## src/rtl/alu_ctrl_multiciclo.sv

```systemverilog
// ALU control decoder with a multi-cycle signed mul/div sequencer.
// Results are written to HI/LO; busy/done give a start handshake.
module alu_ctrl_multiciclo #(
  parameter int         WIDTH      = 32,
  parameter logic [2:0] DEFAULT_OP = 3'b010
) (
  input  logic             clock,
  input  logic             reset,
  input  logic             start,
  input  logic [5:0]       funct,
  input  logic [1:0]       opALU,
  input  logic [WIDTH-1:0] a,
  input  logic [WIDTH-1:0] b,
  output logic [2:0]       sinalOperacao,
  output logic             ilegal,
  output logic             busy,
  output logic             done,
  output logic [WIDTH-1:0] hi,
  output logic [WIDTH-1:0] lo,
  output logic             divZero
);

  localparam int CW = $clog2(WIDTH + 1);

  typedef enum logic [1:0] {
    S_IDLE,
    S_MUL,
    S_DIV,
    S_FIX
  } state_t;

  state_t r_state;
  state_t w_next;

  logic [CW-1:0]      r_cnt;
  logic [2*WIDTH-1:0] r_p;
  logic [WIDTH-1:0]   r_m;
  logic               r_sa;
  logic               r_sb;
  logic               r_isdiv;
  logic               r_dz;
  logic               r_busy;
  logic               r_done;
  logic [WIDTH-1:0]   r_hi;
  logic [WIDTH-1:0]   r_lo;
  logic               r_divzero;

  logic [2:0]         w_op;
  logic               w_ilegal;
  logic               w_go;
  logic               w_ismul;
  logic               w_bzero;
  logic [WIDTH-1:0]   w_abs_a;
  logic [WIDTH-1:0]   w_abs_b;
  logic [WIDTH:0]     w_mul_sum;
  logic [WIDTH:0]     w_rsh;
  logic               w_ge;
  logic [WIDTH-1:0]   w_rdiff;
  logic [WIDTH-1:0]   w_rnew;
  logic [2*WIDTH-1:0] w_prod;
  logic [WIDTH-1:0]   w_q;
  logic [WIDTH-1:0]   w_r;
  logic [WIDTH-1:0]   w_qs;
  logic [WIDTH-1:0]   w_rs;

  // ALU control decode; first match wins, everything else is illegal
  always_comb begin
    w_op     = DEFAULT_OP;
    w_ilegal = 1'b1;
    case (opALU)
      2'b00: begin
        w_op     = 3'b010;
        w_ilegal = 1'b0;
      end
      2'b01: begin
        w_op     = 3'b110;
        w_ilegal = 1'b0;
      end
      2'b10: begin
        w_ilegal = 1'b0;
        case (funct)
          6'b100100: w_op = 3'b000;
          6'b100101: w_op = 3'b001;
          6'b100000: w_op = 3'b010;
          6'b000010: w_op = 3'b011;
          6'b011010: w_op = 3'b100;
          6'b100010: w_op = 3'b110;
          6'b101010: w_op = 3'b111;
          default:   w_ilegal = 1'b1;
        endcase
      end
      default: w_ilegal = 1'b1;
    endcase
  end

  assign sinalOperacao = w_op;
  assign ilegal        = w_ilegal;

  assign w_ismul = (w_op == 3'b011);
  assign w_go    = (r_state == S_IDLE) && start && !w_ilegal
                   && (w_ismul || (w_op == 3'b100));
  assign w_bzero = (b == '0);
  assign w_abs_a = a[WIDTH-1] ? -a : a;
  assign w_abs_b = b[WIDTH-1] ? -b : b;

  // One shift-add step: add multiplicand when LSB set, then shift right
  assign w_mul_sum = {1'b0, r_p[2*WIDTH-1:WIDTH]}
                     + (r_p[0] ? {1'b0, r_m} : '0);

  // One restoring-division step on {remainder, dividend}
  assign w_rsh   = r_p[2*WIDTH-1:WIDTH-1];
  assign w_ge    = (w_rsh >= {1'b0, r_m});
  assign w_rdiff = w_rsh[WIDTH-1:0] - r_m;
  assign w_rnew  = w_ge ? w_rdiff : w_rsh[WIDTH-1:0];

  // Sign correction applied in FIX
  assign w_prod = (r_sa ^ r_sb) ? -r_p : r_p;
  assign w_q    = r_p[WIDTH-1:0];
  assign w_r    = r_p[2*WIDTH-1:WIDTH];
  assign w_qs   = (r_sa ^ r_sb) ? -w_q : w_q;
  assign w_rs   = r_sa ? -w_r : w_r;

  // State register
  always_ff @(posedge clock or posedge reset) begin
    if (reset) r_state <= S_IDLE;
    else       r_state <= w_next;
  end

  // Next-state logic
  always_comb begin
    w_next = r_state;
    unique case (r_state)
      S_IDLE: begin
        if (w_go) begin
          if (w_ismul)      w_next = S_MUL;
          else if (w_bzero) w_next = S_FIX;
          else              w_next = S_DIV;
        end
      end
      S_MUL, S_DIV: begin
        if (r_cnt == CW'(1)) w_next = S_FIX;
      end
      S_FIX: w_next = S_IDLE;
    endcase
  end

  // Datapath and registered outputs
  always_ff @(posedge clock or posedge reset) begin
    if (reset) begin
      r_cnt     <= '0;
      r_p       <= '0;
      r_m       <= '0;
      r_sa      <= 1'b0;
      r_sb      <= 1'b0;
      r_isdiv   <= 1'b0;
      r_dz      <= 1'b0;
      r_busy    <= 1'b0;
      r_done    <= 1'b0;
      r_hi      <= '0;
      r_lo      <= '0;
      r_divzero <= 1'b0;
    end else begin
      r_done <= 1'b0;
      unique case (r_state)
        S_IDLE: begin
          if (w_go) begin
            r_busy    <= 1'b1;
            r_divzero <= 1'b0;
            r_cnt     <= CW'(WIDTH);
            r_sa      <= a[WIDTH-1];
            r_sb      <= b[WIDTH-1];
            r_isdiv   <= !w_ismul;
            r_dz      <= !w_ismul && w_bzero;
            r_m       <= w_ismul ? w_abs_a : w_abs_b;
            r_p       <= {{WIDTH{1'b0}},
                          (w_ismul ? w_abs_b : w_abs_a)};
          end
        end
        S_MUL: begin
          r_p   <= {w_mul_sum, r_p[WIDTH-1:1]};
          r_cnt <= r_cnt - CW'(1);
        end
        S_DIV: begin
          r_p   <= {w_rnew, r_p[WIDTH-2:0], w_ge};
          r_cnt <= r_cnt - CW'(1);
        end
        S_FIX: begin
          r_busy <= 1'b0;
          r_done <= 1'b1;
          r_cnt  <= '0;
          if (r_dz) begin
            // r_p low half still holds |a|; rebuild a
            r_hi      <= r_sa ? -w_q : w_q;
            r_lo      <= '1;
            r_divzero <= 1'b1;
          end else if (r_isdiv) begin
            r_hi <= w_rs;
            r_lo <= w_qs;
          end else begin
            r_hi <= w_prod[2*WIDTH-1:WIDTH];
            r_lo <= w_prod[WIDTH-1:0];
          end
        end
      endcase
    end
  end

  assign busy    = r_busy;
  assign done    = r_done;
  assign hi      = r_hi;
  assign lo      = r_lo;
  assign divZero = r_divzero;

endmodule

```

## config.mk

```make
export PLATFORM = sky130hd
export DESIGN_NAME = alu_ctrl_multiciclo
export DESIGN_NICKNAME = d
export VERILOG_FILES = /design/src/rtl/alu_ctrl_multiciclo.sv
export SDC_FILE = /design/constraint.sdc
export NUM_CORES = 1
export LEC_CHECK = 0
export BUFFER_PORTS_ARGS = -buffer_cell sky130_fd_sc_hd__buf_2
export CORE_MARGIN = 10
export CORE_UTILIZATION = 61
export CTS_CLUSTER_DIAMETER = 30
export DETAILED_ROUTE_END_ITERATION = 7
export PLACE_DENSITY = 0.82
export SYNTH_ARGS = -nofsm -noshare
export SYNTH_HDL_FRONTEND = slang
export SYNTH_SLANG_ARGS = --single-unit
```

## constraint.sdc

```tcl
create_clock -name clock -period 15.5 [get_ports clock]
set_input_delay 3.1 -clock clock [delete_from_list [all_inputs] [get_ports clock]]
set_output_delay 3.1 -clock clock [all_outputs]
set_load 0.02 [all_outputs]
```

==> results of run 1 <==
-- worst max path at each step --
stage	startpoint	to	slack, ns	cells after the start
6_report	funct[0]	sinalOperacao[0]	7.98	5
5_1_grt	funct[0]	sinalOperacao[0]	7.87	5
4_1_cts	funct[0]	sinalOperacao[0]	8.01	5
3_5_place_dp	funct[0]	sinalOperacao[0]	8.02	5
3_3_place_gp	funct[5]	ilegal	8.08	7
2_1_floorplan	reset	busy	7.65	1
-- logic make-up after synthesis --
kind of cell | count (synthesis)
adders and majority gates | 80
DFF | 175
AOI/OAI and AO/OA | 662
buffers and inverters | 205
xor gates and xnor gates | 205
and+or+nand+nor | 623
muxes | 48
-- flip-flops by register name (all words and copies together), names as in the netlist --
register	flops
r_p	64
hi	32
lo	32
r_m	32
r_cnt	6
r_state	2
busy	1
divZero	1
done	1
r_dz	1
r_isdiv	1
r_sa	1
r_sb	1
-- area by class of cell --
cell class                      instances  area (um^2)
Multi-Input combinational cell       1618        10460
Inverter                               72        275.3
Clock inverter                         15        220.2
Timing Repair Buffer                  161        845.8
Sequential cell                       175         4379
Fill cell                            2158         8162
Antenna cell                            1        2.502
Clock buffer                           17        425.4
Tap cell                              330        412.9
-- synthesized netlist by cell type (18+ instances only) --
cell type  count  area, um^2
a21o_1        31       232.7
a21oi_1      145       725.7
a22oi_1       61       457.9
clkbuf_1     113       424.2
dfrtp_1      175        4379
ha_1          78       975.9
inv_1         71       266.5
mux2i_1       40       400.4
nand2_1      201       754.5
nand2b_1      30       187.7
nand3_1       31       155.2
nor2_1       191       716.9
nor3_1        28       140.1
nor4_1        22       137.6
o211ai_1      29       217.7
o21ai_0      223        1116
o31ai_1       39       292.8
or3_1         18       112.6
xnor2_1       85       744.5
xor2_1       120        1051
-- worst register-to-register path, stage by stage, from the launching register on --
cell and delay (ns):
dfrtp_1 0.53, clkinv_1 0.32, buf_4 0.34, nor2_1 0.14, ha_1 0.28, o21ai_0 0.17, a211oi_1 0.28, o22ai_1 0.19
or4b_2 0.77, o211ai_1 0.36, a41o_1 0.27, xor2_1 0.08, a22oi_1 0.15, o21ai_0 0.10
-- power breakdown --
part | switching, mW | leakage [nW] | total [mW] | internal (mW)
combinational | 1.27 | 5.15 | 1.99 | 0.722
clock | 0.246 | 0.309 | 0.473 | 0.227
sequential | 0.283 | 2.02 | 0.894 | 0.611
total | 1.80 | 7.47 | 3.36 | 1.56
-- routing by layer --
layer	part of all wire (%)	vias up	global-route usage [%]
met5	0	-	0.6135
met4	4.4	0	13.73
met3	11	130	6.787
met2	44	910	47.16
met1	41	7468	40.75
li1	-	7311	-
==> metrics.txt, run 1 <==
outcome finished, final reports clean; Tot GR Track Use 30.76%; Cell Area, Placed 0.01637 mm^2; global-route wire length before repair 81160 um; Die ar. 0.03238 mm^2; total grt overflow 0; commonest cells after routing, fill and taps aside o21ai_0 (223), nand2_1 (201), nor2_1 (191); initial antenna violation count 2; Clock Sinks 175; min Tclk post-route 7.521 ns; worst path cell trace buf_2 -> nor3b_1 -> a32oi_1 -> nor3_1 -> buf_2; CP bufs+invs 2; R2R Path End r_p[61]; #FFs+latches synth 175; Syn Area/Cell 7.810 um^2; worst min path class reg -> reg; ANT nets after route 0; post-synthesis cell type count 82; Setup WS pre-CTS 8.020 ns; hold path cells 1; crit path kind in -> out; Starting Density 61.97%; TritonCTS clock tree yes; post-route cell area 0.01702 mm^2; post-layout util 67.59%; Longest Clk Path Bufs 2; adder-cell share of the synthesized area 6.511%; synthesized cell area 0.01560 mm^2; P_leak 7.471 nW; commonest non-fill, non-tap cell in the layout o21ai_0; critical register-to-register path startpoint r_p[0]; vias per cell 6.622; CTS clk-pin slew, worst paths 0.08 ns; CP delay by family, top simple AND/OR/NAND/NOR gates; Final WS setup 7.979 ns; max_cap viols 0; Reg2Reg Setup Slack 11.36 ns; Cells after Synth 1998; worst skew pair latency 0.46 ns; compound-cell area share of the yosys netlist 26.63%; Crit path largest cell delay 0.43 ns; Post-Synth Simple-Gate Area 19.06%; Synthesis Warnings 0; Syn-to-layout area delta 9.068%; Hold Startpoint busy; routed len/inst 21.87 um; Placer Congestion 0.9750; vias in the first global route 14566; DP HPWL 39180 um; Clock Skews 0.01830 ns; Critical Path Most Common Cell buf_2; fin. max-slew vios 0; Vert. Die Dim 179.9 um; total wire length 52250 um; DP Cell Count 2356; Worst EP arrival 4.42 ns; Root Driver clkbuf_16; Final nets 2200; Worst-Margin Slew 1.293 ns; Synth Area in XOR/XNOR 11.51%; core region area 0.02518 mm^2; WP data required 12.40 ns; setup TNS 0 ns; hold_ws 0.4885 ns; TritonCTS Buffers 17; CTS H-tree lvls 4; Critical Path Source Type input pin; Pwr per Cell Area 197.2 mW/mm^2; CP max stage cell nor3b_1; routed vias 15819; final routed DRC violation total 0; Post-synth EDFFs 0; Hold Fails Final Rpt 0; Seq/Total Area, Yosys 28.06%; IO Pins 146; share of layout cells above drive strength 1 11.37%; Syn Nets 2153; post-synthesis mux area share 3.167%; reg2reg path depth 13; largest net degree at the start of global routing 117; drt pass-1 iters 6; drt initial violations 2208; Rows 58; RSZ-0062 raised after global routing no; final setup vio count 0; Port Buffer Count 145; postcts setup bufs 0; main combinational cell family by area after synthesis compound AO/OA/AOI/OAI gates; Most used DFF post-synth dfrtp_1; Crit. End Element primary output; final cell count without fillers 2389; Synth async-reset ratio 100.0%; fin crit share 48.52%; die width 179.9 um; Peak supply drop 0.1302 mV; CTS Hold Buffers Added 0; Min-Delay Endpoint busy; Slew headroom 13.55%; Max FO, Critical Path 4; Max Fclk 133.0 MHz; total power 3.356 mW; CTS-repair resized insts 0
No activity file was read; power rests on OpenSTA's default activity.
==> inputs of run 2 (changes only) <==
--- a/config.mk
+++ b/config.mk
@@ -5,12 +5,13 @@
 export SDC_FILE = /design/constraint.sdc
 export NUM_CORES = 1
 export LEC_CHECK = 0
+export ABC_AREA = 1
 export BUFFER_PORTS_ARGS = -buffer_cell sky130_fd_sc_hd__buf_2
 export CORE_MARGIN = 10
 export CORE_UTILIZATION = 61
 export CTS_CLUSTER_DIAMETER = 30
 export DETAILED_ROUTE_END_ITERATION = 7
-export PLACE_DENSITY = 0.82
+export PLACE_DENSITY = 0.81
 export SYNTH_ARGS = -nofsm -noshare
 export SYNTH_HDL_FRONTEND = slang
 export SYNTH_SLANG_ARGS = --single-unit
==> constraint.sdc (replaced) <==
create_clock -name clock -period 7.7 [get_ports clock]
set_input_delay 1.54 -clock clock [delete_from_list [all_inputs] [get_ports clock]]
set_output_delay 1.54 -clock clock [all_outputs]
set_load 0.02 [all_outputs]
==> run 2 against run 1 <==
Sequential power is 89% higher. Clock power increased by 82%. Routed wire length increased by 44%. Combinational power grew 110%. Clock skew shrank 0.0062 ns. First-iteration DRC count rose by 78%. Worst hold slack lost 0.0070 ns. Register-to-register slack got worse by 7.5 ns. Flip-flop and latch count unchanged. Synthesized cell count rose by 64%. Largest cell class unchanged.
==> metrics.txt, run 2 <==
outcome finished, final reports clean; Max Fclk 237.0 MHz; DP HPWL 59750 um; drt pass-1 iters 6; setup TNS 0 ns; Ant. Diodes 0; fin crit share 54.80%; Hold Fails Final Rpt 0; Crit path largest cell delay 0.55 ns; Port Buffer Count 145; top post-synthesis cells by count nand2_1 (1134), inv_1 (445), nand3_1 (345), nor2_1 (332), o21ai_0 (180); Cells after Synth 3267; hold path cells 2; ANT nets after route 0; CTS clk-pin slew, worst paths 0.08 ns; top cells by area, synth dfrtp_1 (23%), nand2_1 (23%), nand3_1 (9.2%); max reg flops 64; reg2reg path depth 12; total grt overflow 0; total wire length 75380 um; Slew headroom 17.67%; Critical Path Source Type input pin; total power 6.802 mW; TritonCTS Buffers 17; CTS-repair resized insts 0; global-route wire length before repair 116100 um; Longest Clk Path Bufs 2; CTS Hold Buffers Added 0; final setup vio count 0; RSZ-0062 raised after global routing no; switching share of power 56.99%; fillers 2919; Syn Nets 3422; post-route cell area 0.02017 mm^2; final routed DRC violation total 0; Root Driver clkbuf_16; Syn-to-layout area delta 7.705%; synthesized cell area 0.01872 mm^2; Die ar. 0.03810 mm^2; max_cap viols 0; final cell count without fillers 3747; vias in the first global route 20747; P_int 2.926 mW; most common cell in the synthesized netlist nand2_1; Critical Path Most Common Cell nand2_4; Placer Congestion 1.100; postcts setup bufs 0; fin. max-slew vios 0; Tot GR Track Use 38.04%; routed len/inst 20.12 um; post-synthesis cell type count 47; crit path kind in -> reg; Hold Startpoint divZero; Max FO, Critical Path 73; Multi-input gate area 0.01214 mm^2; Rows 64; Vert. Die Dim 195.2 um; Seq pwr share 24.8%; FF+latch area 0.004379 mm^2; Synthesis Warnings 0; commonest non-fill, non-tap cell in the layout nand2_1; initial antenna violation count 1; Worst-Margin Slew 1.234 ns; top cell type's share of synthesized area 23.39%; post-synthesis cell type with the largest combined area dfrtp_1; #FFs+latches synth 175; IO Pins 146; critical register-to-register path startpoint r_p[52]; Reg2Reg Setup Slack 3.86 ns; Reg with most FFs r_p; routed vias 22825; Starting Density 61.53%; Pwr per Cell Area 337.3 mW/mm^2; share of layout cells above drive strength 1 6.625%; Cell Area, Placed 0.01960 mm^2; min Tclk post-route 4.219 ns; Crit. End Element flip-flop; Comb pwr share 62.6%; largest net degree at the start of global routing 74; worst skew pair latency 0.45 ns; P_leak 11.06 nW; DP Cell Count 3715; Clock Sinks 175; WP data required 8.01 ns; core region area 0.03043 mm^2; commonest cells after routing, fill and taps aside nand2_1 (1134), inv_1 (444), nand3_1 (345); worst min path class reg -> reg; worst path cell trace buf_2 -> nor2_1 -> nand3_1 -> nand3_1 -> nand2_1 -> clkinv_1 -> nand3_4 -> nand2_2 -> nand2_4 -> nand2_4 -> nand2_4 -> inv_4 -> o21ai_0; Sw Pwr 3.877 mW; Synth async-reset ratio 100.0%; Peak supply drop 0.2588 mV; Syn Area/Cell 5.731 um^2; Clock Power Share 12.6%; vias per cell 6.092; drt initial violations 3935; Worst EP arrival 4.52 ns; CTS H-tree lvls 4; die width 195.2 um; R2R Path End r_p[60]; CP max stage cell nand3_4; Most used DFF post-synth dfrtp_1; Final nets 3493; TritonCTS clock tree yes; Clock Skews 0.01210 ns; Min-Delay Endpoint divZero; Seq/Total Area, Yosys 23.39%; Post-synth EDFFs 0
run 2: cell types whose count changed in the layout (fill, tap and decap cells not counted), moves of 40 or more:
cell / delta
inv_1: +374
o21ai_0: -43
nand3_1: +315
xor2_1: -69
nand2_1: +933
mux2i_1: -40
xnor2_1: -65
nor2_1: +139
run 2: worst max-delay path, delay by kind of cell:
family,cells,cell delay [ns]
compound gates,1,0.18
simple gates,9,2.04
buf+inv,3,0.73
run 2: worst max path at each step:
stage                     slack (ns)     start  cells past startpoint      end
after detailed placement        3.08  funct[0]                     13  r_p[10]
after CTS                       3.54  funct[0]                     13  r_p[10]
final                           3.48  funct[0]                     13  r_p[10]
after global routing            3.16  funct[0]                     15  divZero
after floorplan                 1.41     reset                      1     busy
after global placement          3.14  funct[0]                     15  divZero
run 2: kinds of logic (layout without fill, tap and decap cells):
logic type / count (synthesis) / count (layout) / synth area share (%)
compound gates: 448 / 448 / 13.41
xor+xnor: 71 / 71 / 3.321
fa+ha+maj: 80 / 80 / 5.426
buf+inv: 570 / 654 / 11.86
flops: 175 / 175 / 23.39
simple gates: 1923 / 1923 / 42.60
run 2: area by class of cell:
type                    instances  area share, %
clock inverters                14         0.6391
inverters                     461          8.618
repair buffers                161          4.194
well taps                     396          2.457
clock buffers                  18          2.178
flip-flops and latches        175          21.72
multi-input cells            2522          60.20
run 2: stage by stage:
stage               worst slack [ns]  util [%]  hold WS [ns]
floorplan                      1.415         -        0.4673
global placement               3.135     64.40        0.4674
detailed placement             3.079     64.40        0.4651
CTS                            3.537     66.27        0.4842
global route                   3.164     66.27        0.4926
finish                         3.481     66.27        0.4815
run 2: per-layer routing:
metal / up-vias / track usage [%] / part of all wire [%]
met3: 248 / 9.678 / 15
met1: 10358 / 51.39 / 39
met5: - / 0 / 0.016
met2: 1633 / 55.97 / 41
met4: 2 / 17.31 / 4.9
li1: 10584 / - / -
run 2: power groups by stage:
stage	registers, mW	clock network, mW	logic (mW)
after floorplan	1.67	0	2.78
after CTS	1.65	0.847	4.09
after detailed placement	1.66	0	4.07
after global routing	1.70	0.882	4.64
final	1.69	0.859	4.26
after global placement	1.65	0	3.99
